**config.mk**
```make
export PLATFORM = sky130hd
export DESIGN_NAME = pwm_array
export DESIGN_NICKNAME = d
export VERILOG_FILES = /design/src/rtl/pwm_array_pkg.sv /design/src/rtl/pwm_chan.sv /design/src/rtl/pwm_array.sv
export SDC_FILE = /design/constraint.sdc
export NUM_CORES = 2
export LEC_CHECK = 0
export BUFFER_PORTS_ARGS = -buffer_cell sky130_fd_sc_hd__buf_2
export CORE_MARGIN = 1
export CORE_UTILIZATION = 60
export DETAILED_ROUTE_END_ITERATION = 8
export GPL_TIMING_DRIVEN = 0
export PLACE_DENSITY = 0.75
export SYNTH_ARGS = -nofsm -noshare
export SYNTH_HDL_FRONTEND = slang
export SYNTH_SLANG_ARGS = --single-unit
```
**constraint.sdc**
```tcl
create_clock -name clk -period 81.7 [get_ports clk]
set_input_delay 16.34 -clock clk [delete_from_list [all_inputs] [get_ports clk]]
set_output_delay 16.34 -clock clk [all_outputs]
set_load 0.03 [all_outputs]
```
**src/rtl/pwm_array_pkg.sv**
```systemverilog
// pwm_array_pkg: shared constants for the config-frame parser and the PWM channels.
package pwm_array_pkg;
  localparam int CH_MSB   = 31;
  localparam int CH_LSB   = 24;
  localparam int EN_BIT   = 23;
  localparam int MODE_BIT = 22;
  localparam int INV_BIT  = 21;
  localparam int W_HDR = 0;
  localparam int W_PER = 1;
  localparam int W_HLV = 2;
  localparam int W_PHS = 3;
  localparam logic MODE_EDGE   = 1'b0;
  localparam logic MODE_CENTER = 1'b1;
  typedef enum logic [2:0] {S_IDLE, S_W1, S_W2, S_W3, S_COMMIT, S_DISCARD} state_t;
endpackage

```
**src/rtl/pwm_chan.sv**
```systemverilog
// pwm_chan: one PWM channel with shadowed config, edge/center counter and registered output.
// PWM_INVERT_EN adds a shadowed per-channel output polarity.
module pwm_chan
  import pwm_array_pkg::*;
#(
  parameter int CNT_W = 28
) (
  input  logic             clk,
  input  logic             rst,
  input  logic             i_wr,
  input  logic             i_en,
  input  logic             i_mode,
`ifdef PWM_INVERT_EN
  input  logic             i_inv,
`endif
  input  logic [CNT_W-1:0] i_per,
  input  logic [CNT_W-1:0] i_hlv,
  input  logic [CNT_W-1:0] i_phs,
  input  logic             i_sync,
  output logic             o_pwm
);
  logic             r_sh_en, r_sh_mode, r_pend, r_en, r_mode, r_dn, r_pwm;
  logic [CNT_W-1:0] r_sh_per, r_sh_hlv, r_sh_phs, r_per, r_hlv, r_phs, r_cnt;
  logic             w_end, w_turn, w_apply, w_reload, w_en, w_lvl, w_out, w_dn;
  logic [CNT_W-1:0] w_top, w_per, w_phs, w_load, w_step, w_cnt;
  assign w_top    = r_per - CNT_W'(1);
  assign w_turn   = r_mode == MODE_CENTER && (r_dn ? r_cnt == '0 : r_cnt >= w_top);
  assign w_end    = r_per == '0 || (r_mode == MODE_CENTER ? r_dn && r_cnt == '0 : r_cnt >= w_top);
  assign w_apply  = r_pend && (w_end || i_sync || !r_en);
  assign w_en     = w_apply ? r_sh_en : r_en;
  assign w_per    = w_apply ? r_sh_per : r_per;
  assign w_phs    = w_apply ? r_sh_phs : r_phs;
  assign w_load   = w_phs >= w_per ? '0 : w_phs;
  assign w_reload = i_sync || (w_apply && !r_en);
  // center mode dwells one extra cycle at each extreme while the direction flips
  assign w_step   = r_mode == MODE_EDGE ? (r_cnt >= w_top ? '0 : r_cnt + CNT_W'(1))
                  : w_turn ? r_cnt : r_dn ? r_cnt - CNT_W'(1) : r_cnt + CNT_W'(1);
  assign w_cnt    = !w_en ? '0 : w_reload ? w_load : w_end ? '0 : w_step;
  assign w_dn     = w_en && !w_reload && !w_end && (w_turn ? !r_dn : r_dn);
  assign w_lvl    = r_per != '0 && r_hlv != '0 &&
                    (r_hlv >= r_per || (r_mode == MODE_CENTER ? r_cnt >= r_per - r_hlv : r_cnt < r_hlv));
`ifdef PWM_INVERT_EN
  logic r_sh_inv, r_inv;
  always_ff @(posedge clk or posedge rst)
    if (rst) begin
      r_sh_inv <= 1'b0;
      r_inv    <= 1'b0;
    end else begin
      if (i_wr) r_sh_inv <= i_inv;
      if (w_apply) r_inv <= r_sh_inv;
    end
  assign w_out = w_lvl ^ r_inv;
`else
  assign w_out = w_lvl;
`endif
  always_ff @(posedge clk or posedge rst)
    if (rst) begin
      r_sh_en   <= 1'b0;
      r_sh_mode <= 1'b0;
      r_sh_per  <= '0;
      r_sh_hlv  <= '0;
      r_sh_phs  <= '0;
      r_pend    <= 1'b0;
      r_en      <= 1'b0;
      r_mode    <= 1'b0;
      r_per     <= '0;
      r_hlv     <= '0;
      r_phs     <= '0;
      r_cnt     <= '0;
      r_dn      <= 1'b0;
      r_pwm     <= 1'b0;
    end else begin
      if (i_wr) begin
        r_sh_en   <= i_en;
        r_sh_mode <= i_mode;
        r_sh_per  <= i_per;
        r_sh_hlv  <= i_hlv;
        r_sh_phs  <= i_phs;
      end
      r_pend <= i_wr || (r_pend && !w_apply);
      if (w_apply) begin
        r_en   <= r_sh_en;
        r_mode <= r_sh_mode;
        r_per  <= r_sh_per;
        r_hlv  <= r_sh_hlv;
        r_phs  <= r_sh_phs;
      end
      r_cnt <= w_cnt;
      r_dn  <= w_dn;
      r_pwm <= w_en && r_en && w_out;
    end
  assign o_pwm = r_pwm;
endmodule

```
**src/rtl/pwm_array.sv**
```systemverilog
// pwm_array: multi-channel PWM configured by 4-word frames on the UDP receive stream.
// PWM_INVERT_EN enables header bit 21 as per-channel output polarity.
module pwm_array
  import pwm_array_pkg::*;
#(
  parameter int         PWM_NUM      = 4,
  parameter int         CNT_W        = 28,
  parameter logic [7:0] ID_PWM_PARAM = 8'd0
) (
  input  logic               clk,
  input  logic               rst,
  input  logic [31:0]        rx_axis_udp_tdata,
  input  logic               rx_axis_udp_tvalid,
  input  logic               rx_axis_udp_tlast,
  input  logic [7:0]         rx_axis_udp_tuser,
  input  logic               sync_in,
  output logic               cfg_err,
  output logic [PWM_NUM-1:0] pwm
);
  state_t           r_state, w_next;
  logic             r_cfg_err, r_en, r_mode, w_err, w_commit, w_hit, w_vld, w_last;
  logic [7:0]       r_ch;
  logic [CNT_W-1:0] r_per, r_hlv, r_phs;
  assign w_vld  = rx_axis_udp_tvalid;
  assign w_last = rx_axis_udp_tlast;
  assign w_hit  = w_vld && rx_axis_udp_tuser == ID_PWM_PARAM;
  always_comb begin
    w_next   = r_state;
    w_err    = 1'b0;
    w_commit = 1'b0;
    case (r_state)
      S_IDLE: if (w_hit) begin
        w_next = w_last ? S_IDLE : S_W1;
        w_err  = w_last;
      end
      S_W1, S_W2: if (w_vld) begin
        w_next = w_last ? S_IDLE : r_state == S_W1 ? S_W2 : S_W3;
        w_err  = w_last;
      end
      S_W3: if (w_vld) begin
        w_next = w_last ? S_COMMIT : S_DISCARD;
        w_err  = !w_last;
      end
      S_COMMIT: begin
        w_next   = S_IDLE;
        w_commit = int'(r_ch) < PWM_NUM;
        w_err    = !(int'(r_ch) < PWM_NUM);
      end
      S_DISCARD: if (w_vld && w_last) w_next = S_IDLE;
      default: w_next = S_IDLE;
    endcase
  end
  always_ff @(posedge clk or posedge rst)
    if (rst) begin
      r_state   <= S_IDLE;
      r_cfg_err <= 1'b0;
      r_ch      <= '0;
      r_en      <= 1'b0;
      r_mode    <= 1'b0;
      r_per     <= '0;
      r_hlv     <= '0;
      r_phs     <= '0;
    end else begin
      r_state   <= w_next;
      r_cfg_err <= w_err;
      if (r_state == S_IDLE && w_next == S_W1) begin
        r_ch   <= rx_axis_udp_tdata[CH_MSB:CH_LSB];
        r_en   <= rx_axis_udp_tdata[EN_BIT];
        r_mode <= rx_axis_udp_tdata[MODE_BIT];
      end
      if (w_vld && r_state == S_W1) r_per <= rx_axis_udp_tdata[CNT_W-1:0];
      if (w_vld && r_state == S_W2) r_hlv <= rx_axis_udp_tdata[CNT_W-1:0];
      if (w_vld && r_state == S_W3) r_phs <= rx_axis_udp_tdata[CNT_W-1:0];
    end
`ifdef PWM_INVERT_EN
  logic r_inv;
  always_ff @(posedge clk or posedge rst)
    if (rst) r_inv <= 1'b0;
    else if (r_state == S_IDLE && w_next == S_W1) r_inv <= rx_axis_udp_tdata[INV_BIT];
`endif
  assign cfg_err = r_cfg_err;
  for (genvar i = 0; i < PWM_NUM; i++) begin : g_ch
    pwm_chan #(.CNT_W(CNT_W)) u_chan (
      .clk    (clk),
      .rst    (rst),
      .i_wr   (w_commit && int'(r_ch) == i),
      .i_en   (r_en),
      .i_mode (r_mode),
`ifdef PWM_INVERT_EN
      .i_inv  (r_inv),
`endif
      .i_per  (r_per),
      .i_hlv  (r_hlv),
      .i_phs  (r_phs),
      .i_sync (sync_in),
      .o_pwm  (pwm[i])
    );
  end
endmodule
```
Word-level counts from Yosys, hierarchy flattened
Cells that the tools add are included.
{"block": "word_totals", "regBits": 910, "output_inout_bits": 5}
{"block": "classes", "add_sub_neg": 16, "n_lt_le_gt_ge": 21, "eq_ne": 13, "n_mux": 74, "reduce_logical": 124}
{"operator": "$mux 28", "n": 40}
{"operator": "$ge 28x28->1", "n": 16}
{"operator": "$logic_not 28->1", "n": 8}
{"operator": "$reduce_bool 28->1", "n": 8}
{"operator": "$sub 28x1->28 const B", "n": 8}
{"operator": "$add 28x1->28 const B", "n": 4}
{"operator": "$lt 28x28->1", "n": 4}
{"operator": "$sub 28x28->28", "n": 4}
{"operator": "$logic_and 1x1->1", "n": 58}
{"operator": "$mux 1", "n": 27}
{"operator": "$logic_or 1x1->1", "n": 24}
{"operator": "$logic_not 1->1", "n": 22}
{"operator": "$ne 5x5->1 const B", "n": 4}
{"operator": "$eq 8x3->1 const B", "n": 2}
{"operator": "$logic_not 8->1", "n": 2}
{"operator": "$mux 3", "n": 4}
{"operator": "$pmux 3 s4", "n": 1}
{"operator": "$eq 8x2->1 const B", "n": 1}
{"operator": "$lt 8x3->1 const B", "n": 1}
{"operator": "$eq 3x1->1 const B", "n": 2}
{"operator": "$eq 3x2->1 const B", "n": 2}
{"operator": "$eq 3x3->1 const B", "n": 2}
{"operator": "$pmux 1 s4", "n": 1}
{"operator": "$logic_not 3->1", "n": 1}
{"operator": "2 further kinds", "n": 2}

Longest topological paths before layout
{"block": "depth", "ltp_word": 13, "depth_mapped": 32}

Cells and area by module
A second synthesis with hierarchy kept.
{"block": "hier_totals", "cells_unflattened": 5258, "hier_area_um2": 56115.1}
{"module": "pwm_chan (g_ch[1].u_chan ...)", "instances": 2, "cells_each": 1238, "area_per_inst_um2": 13035.0, "seq_area_each_um2": 5079.9}
{"module": "pwm_chan (g_ch[0].u_chan)", "instances": 1, "cells_each": 1266, "area_per_inst_um2": 13138.9, "seq_area_each_um2": 5079.9}
{"module": "pwm_chan (g_ch[3].u_chan)", "instances": 1, "cells_each": 1268, "area_per_inst_um2": 13012.5, "seq_area_each_um2": 5079.9}
{"module": "pwm_array", "instances": 1, "cells_each": 248, "area_per_inst_um2": 3893.7, "seq_area_each_um2": 2452.4}

Worst setup path after synthesis
OpenSTA, ideal clock, no wires.
{"block": "synth_timing", "kind": "input port to flip-flop", "from": "in sync_in", "to": "reg g_ch[0].u_chan.r_cnt[14]", "setup_ns": 0.072, "arrival_time_ns": 20.277, "setup_slack_ns": 61.350, "stages": 18, "path_buffers": 5, "cell_sequence": "clkbuf_1 -> nor3_1 -> nand2_1 -> o21ai_1 -> clkbuf_1 -> buf_2 -> buf_2 -> mux2i_1 -> ha_1 -> a21o_1 -> a21o_1 -> a2111oi_0 -> o21ai_0 -> a221oi_1 -> o21ai_0 -> clkbuf_1 -> o221a_2 -> nor2_1"}
{"block": "synth_via", "elab_chain_len": 8, "elab_cells_between_ends": 13}
{"item": "from (decl)", "line": "pwm_array.sv:16", "text": "input logic sync_in,"}
{"item": "$logic_or 1x1->1 (2 in series)", "line": "pwm_chan.sv:29", "text": "assign w_apply = r_pend && (w_end || i_sync || !r_en);"}
{"item": "$logic_and 1x1->1", "line": "pwm_chan.sv:29"}
{"item": "$mux 28, on equally long branches", "line": "pwm_chan.sv:32, pwm_chan.sv:31"}
{"item": "$ge 28x28->1", "line": "pwm_chan.sv:33", "text": "assign w_load = w_phs >= w_per ? '0 : w_phs;"}
{"item": "$mux 28", "line": "pwm_chan.sv:33"}
{"item": "$mux 28 (2 in series)", "line": "pwm_chan.sv:38", "text": "assign w_cnt = !w_en ? '0 : w_reload ? w_load : w_end ? '0 : w_step;"}
{"item": "to (signal assigned)", "line": "pwm_chan.sv:88", "text": "r_cnt <= w_cnt;"}
{"item": "to (decl)", "line": "pwm_chan.sv:23", "text": "logic [CNT_W-1:0] r_sh_per, r_sh_hlv, r_sh_phs, r_per, r_hlv, r_phs, r_cnt;"}
Several ways; a longest one is shown, not always the timed one.
A chain may end at the register's enable or synchronous reset.

Worst setup path after layout
{"block": "layout_timing", "from": "in sync_in", "to": "reg g_ch[0].u_chan.r_cnt[3]"}
The elaborated chain is that of the path after synthesis.

==> run_results.csv <==
group,metric,value,unit
outcome,outcome,"complete, no violations",
critical_path,path_class,"input port to flop",
die,initial_core_util,60.6,%
clock_network,tritoncts,"built",
yosys,synth_edf_count,0,
yosys,syn-cell-area,55600,um^2
yosys,synth.distinct_cells,94,
yosys,ys_warn_count,0,
critical_path,path_depth,17,
die,die-area,93800,um^2
yosys,yosysSeqAreaShare,41.0,%
timing,max_freq,0.0452,GHz
placed_design,gp_congestion,0.965,
cells_and_area,nets,6031,
clock_network,clk_pin_slew,0.06,ns
clock_network,hold_buffers,0,
timing,period_share,27.1,%
critical_path,start_kind,"input port",
clock_network,cts_resized,0,
cells_and_area,layout-drive-gt1-share,17.0,%
routing,ant_nets,0,
clock_network,h-tree-depth,3,
pwr,power.density,22.8,nW/um^2
cells_and_area,synthToLayoutAreaGrowth,9.44,%
clock_network,cts_setup_buffers,0,
timing,layout_min_cycle_time,22.13,ns
flow_run,drv_cap,0,
timing,setup_viol,0,
routing,drtIter0Drc,3975,
timing,finalSetupTns,0,ns
critical_path,crit_start,"sync_in",
yosys,postSynth.asyncResetShare,100,%
grt,grt_pass1_wl,256000,um
routing,via_count,43200,
yosys,avgSynthCellArea,10.6,um^2
clock_network,clock_latency,0.67,ns
grt,antenna_found_initial,19,
critical_path,cp_top_family,"compound AO/OA/AOI/OAI gates",
yosys,synth_ff_type,"dfrtp_1",
timing,hold_viol_final,0,
critical_path,required,82.30,ns
clock_network,cts_buffers,92,
placed_design,dpl.hpwl,129000,um
critical_path,cp_max_fo,10,
critical_path,reg2reg_to,"g_ch[0].u_chan.r_cnt[3]$_DFFE_PP0P_",
die,die_h,306,um
critical_path,reg2reg_slack,72.15,ns
pwr,p_leak,32.4,nW
clock_network,cts_sinks,910,
yosys,syn-num-nets,5879,
critical_path,reg2regPathDepth,29,
routing,wl,169000,um
clock_network,root_buffer,"clkbuf_16",
critical_path,cp.arrival,22.74,ns
critical_path,crit_buf_inv,4,
placed_design,port_buffers,48,
routing,wire_per_inst,25.3,um
timing,worst_pin_slew,1.36,ns
die,fp-row-count,111,
cells_and_area,nFillCells,7103,
cells_and_area,layout_commonest_cell,"dfrtp_1",
pwr,ir_drop,35.0,uV
cells_and_area,final_cell_mix,"910 x dfrtp_1, 600 x mux2_2, 568 x ha_1, 344 x inv_1, 281 x o21ai_0",
grt,grt_max_degree,134,
yosys,syn_inst,5262,
yosys,yosys_register_bits,910,
die,coreArea,91700,um^2
pwr,total_power,1.38,mW
critical_path,path_cells,"clkbuf_1, nor3_1, nand2_1, o21ai_1, clkbuf_1, buf_2, buf_2, mux2i_1, ha_1, a21o_1, a21o_1, a2111oi_0, o21ai_0, a221oi_1, o21ai_0, nor2_1, a221o_1",
critical_path,r2r-start,"g_ch[0].u_chan.r_per[1]$_DFF_PP0_",
die,die_x,306,um
routing,firstDrtPassIters,6,
routing,vias_per_cell,6.46,
grt,grt.total_usage,36.1,%
worst_hold_path,hp-class,"flop to flop",
routing,drc,0,
die,ioPinCount,50,
timing,slew_viol_final,0,
grt,grt_overflow,0,
critical_path,crit_path_end,"g_ch[0].u_chan.r_cnt[3]$_DFFE_PP0P_",
critical_path,slowest_delay,0.70,ns
timing,fin_skew,0.0250,ns
clock_network,cts_max_path_buffers,3,
critical_path,crit_path_top_delay_cell,"nor2_1",
timing,max-slew-margin-rel,9.39,%
grt,first_global_vias,42500,
critical_path,end_kind,"flop",
timing,rsz0062_at_grt,"no",
Yosys cell counts (12+ instances only):
| cell type | count | area share [%] |
|---|---|---|
| xor2_1 | 89 | 1.4 |
| buf_4 | 15 | 0.20 |
| dfrtp_1 | 910 | 41 |
| a21oi_1 | 274 | 2.5 |
| mux2_2 | 600 | 12 |
| a22oi_1 | 29 | 0.39 |
| mux2i_1 | 141 | 2.5 |
| o21bai_1 | 18 | 0.24 |
| a211o_1 | 12 | 0.19 |
| inv_1 | 345 | 2.3 |
| clkbuf_1 | 95 | 0.64 |
| o21ai_0 | 281 | 2.5 |
| a21o_1 | 187 | 2.5 |
| o31ai_1 | 30 | 0.41 |
| o21a_1 | 26 | 0.35 |
| nor3_1 | 104 | 0.94 |
| o221ai_1 | 12 | 0.19 |
| or3_1 | 41 | 0.46 |
| nor4_1 | 83 | 0.93 |
| and3_1 | 28 | 0.32 |
| nand3b_1 | 13 | 0.18 |
| xnor2_1 | 120 | 1.9 |
| ha_1 | 568 | 13 |
| nand2_1 | 275 | 1.9 |
| nand4_1 | 101 | 1.1 |
| and2_1 | 14 | 0.16 |
| a211oi_1 | 21 | 0.28 |
| nand2b_1 | 101 | 1.1 |
| buf_1 | 12 | 0.081 |
| or4_1 | 31 | 0.42 |
| nand3_1 | 93 | 0.84 |
| nor2_1 | 205 | 1.4 |
| nor2b_1 | 70 | 0.79 |
| a31oi_1 | 35 | 0.39 |
| buf_2 | 26 | 0.23 |
| o211ai_1 | 34 | 0.46 |
| or2_2 | 15 | 0.17 |
how the worst min path moves through the flow:
stage                                                end                                    start  depth (start not counted)  slack, ns
floorplan           g_ch[3].u_chan.r_hlv[10]$_DFFE_PP0N_  g_ch[3].u_chan.r_sh_hlv[10]$_DFFE_PP0P_                          2       0.44
global placement    g_ch[3].u_chan.r_hlv[26]$_DFFE_PP0N_  g_ch[3].u_chan.r_sh_hlv[26]$_DFFE_PP0P_                          2       0.45
detailed placement  g_ch[3].u_chan.r_hlv[25]$_DFFE_PP0N_  g_ch[3].u_chan.r_sh_hlv[25]$_DFFE_PP0P_                          2       0.46
CTS                 g_ch[3].u_chan.r_hlv[25]$_DFFE_PP0N_  g_ch[3].u_chan.r_sh_hlv[25]$_DFFE_PP0P_                          2       0.47
global route        g_ch[3].u_chan.r_hlv[24]$_DFFE_PP0N_  g_ch[3].u_chan.r_sh_hlv[24]$_DFFE_PP0P_                          2       0.50
finish              g_ch[3].u_chan.r_hlv[25]$_DFFE_PP0N_  g_ch[3].u_chan.r_sh_hlv[25]$_DFFE_PP0P_                          2       0.47
logic make-up after synthesis:
logic type,after synthesis,share of synthesized area [%]
buffers and inverters,504,3.68
xor gates and xnor gates,209,3.29
muxes,759,15.1
and+or+nand+nor,1215,11.4
AOI/OAI and AO/OA,1093,12.6
adders and majority gates,572,12.9
DFF,910,41.0
sequential cells by signal (all words and copies together), names as in the netlist, 8 cells and up, named ones only:
signal,cells
g_ch.u_chan.r_cnt,112
g_ch.u_chan.r_hlv,112
g_ch.u_chan.r_per,112
g_ch.u_chan.r_sh_hlv,112
g_ch.u_chan.r_sh_per,112
g_ch.u_chan.r_sh_phs,112
g_ch.u_chan.r_phs,110
r_hlv,28
r_per,28
r_phs,28
r_ch,8
per-layer routing:
layer	global-route usage (%)	share of wire [%]	vias up
li1	-	-	19500
met1	46.0	40	21400
met2	57.7	46	1810
met3	9.19	8.6	461
met4	16.8	5.2	18
met5	0.879	0.22	-
stage by stage:
stage / instances / instance area [um^2] / hold WS (ns) / utilization [%] / setup slack (ns)
2_1_floorplan: 5262 / 55600 / 0.444 / - / 39.78
3_3_place_gp: 6496 / 57300 / 0.450 / 62.5 / 30.40
3_5_place_dp: 6506 / 57500 / 0.459 / 62.8 / 59.13
4_1_cts: 6678 / 60800 / 0.474 / 66.3 / 59.77
5_1_grt: 6680 / 60800 / 0.500 / 66.3 / 59.31
6_report: 6690 / 60800 / 0.471 / 66.3 / 59.57
area by class of cell:
class | instances | area, um^2 | share of cell area, %
Multi-Input combinational cell | 3848 | 30800 | 50.6
Sequential cell | 910 | 22800 | 37.5
Clock buffer | 122 | 2650 | 4.35
Tap cell | 1186 | 1480 | 2.44
Inverter | 347 | 1310 | 2.15
Buffer | 157 | 739 | 1.22
Clock inverter | 50 | 588 | 0.967
Timing Repair Buffer | 58 | 478 | 0.786
Antenna cell | 12 | 30.0 | 0.0494
tightest hold or removal path, cell delays in order (launching register included):
cell,delay [ns]
dfrtp_1,0.33
nand2_1,0.04
o21ai_0,0.06
power breakdown:
group          internal [mW]  total [mW]  switching [mW]
registers              0.484       0.600           0.116
clock network          0.261       0.450           0.189
logic                  0.149       0.334           0.185
total                  0.895        1.38           0.490
Note: power is estimated with default switching activity, not from simulation.
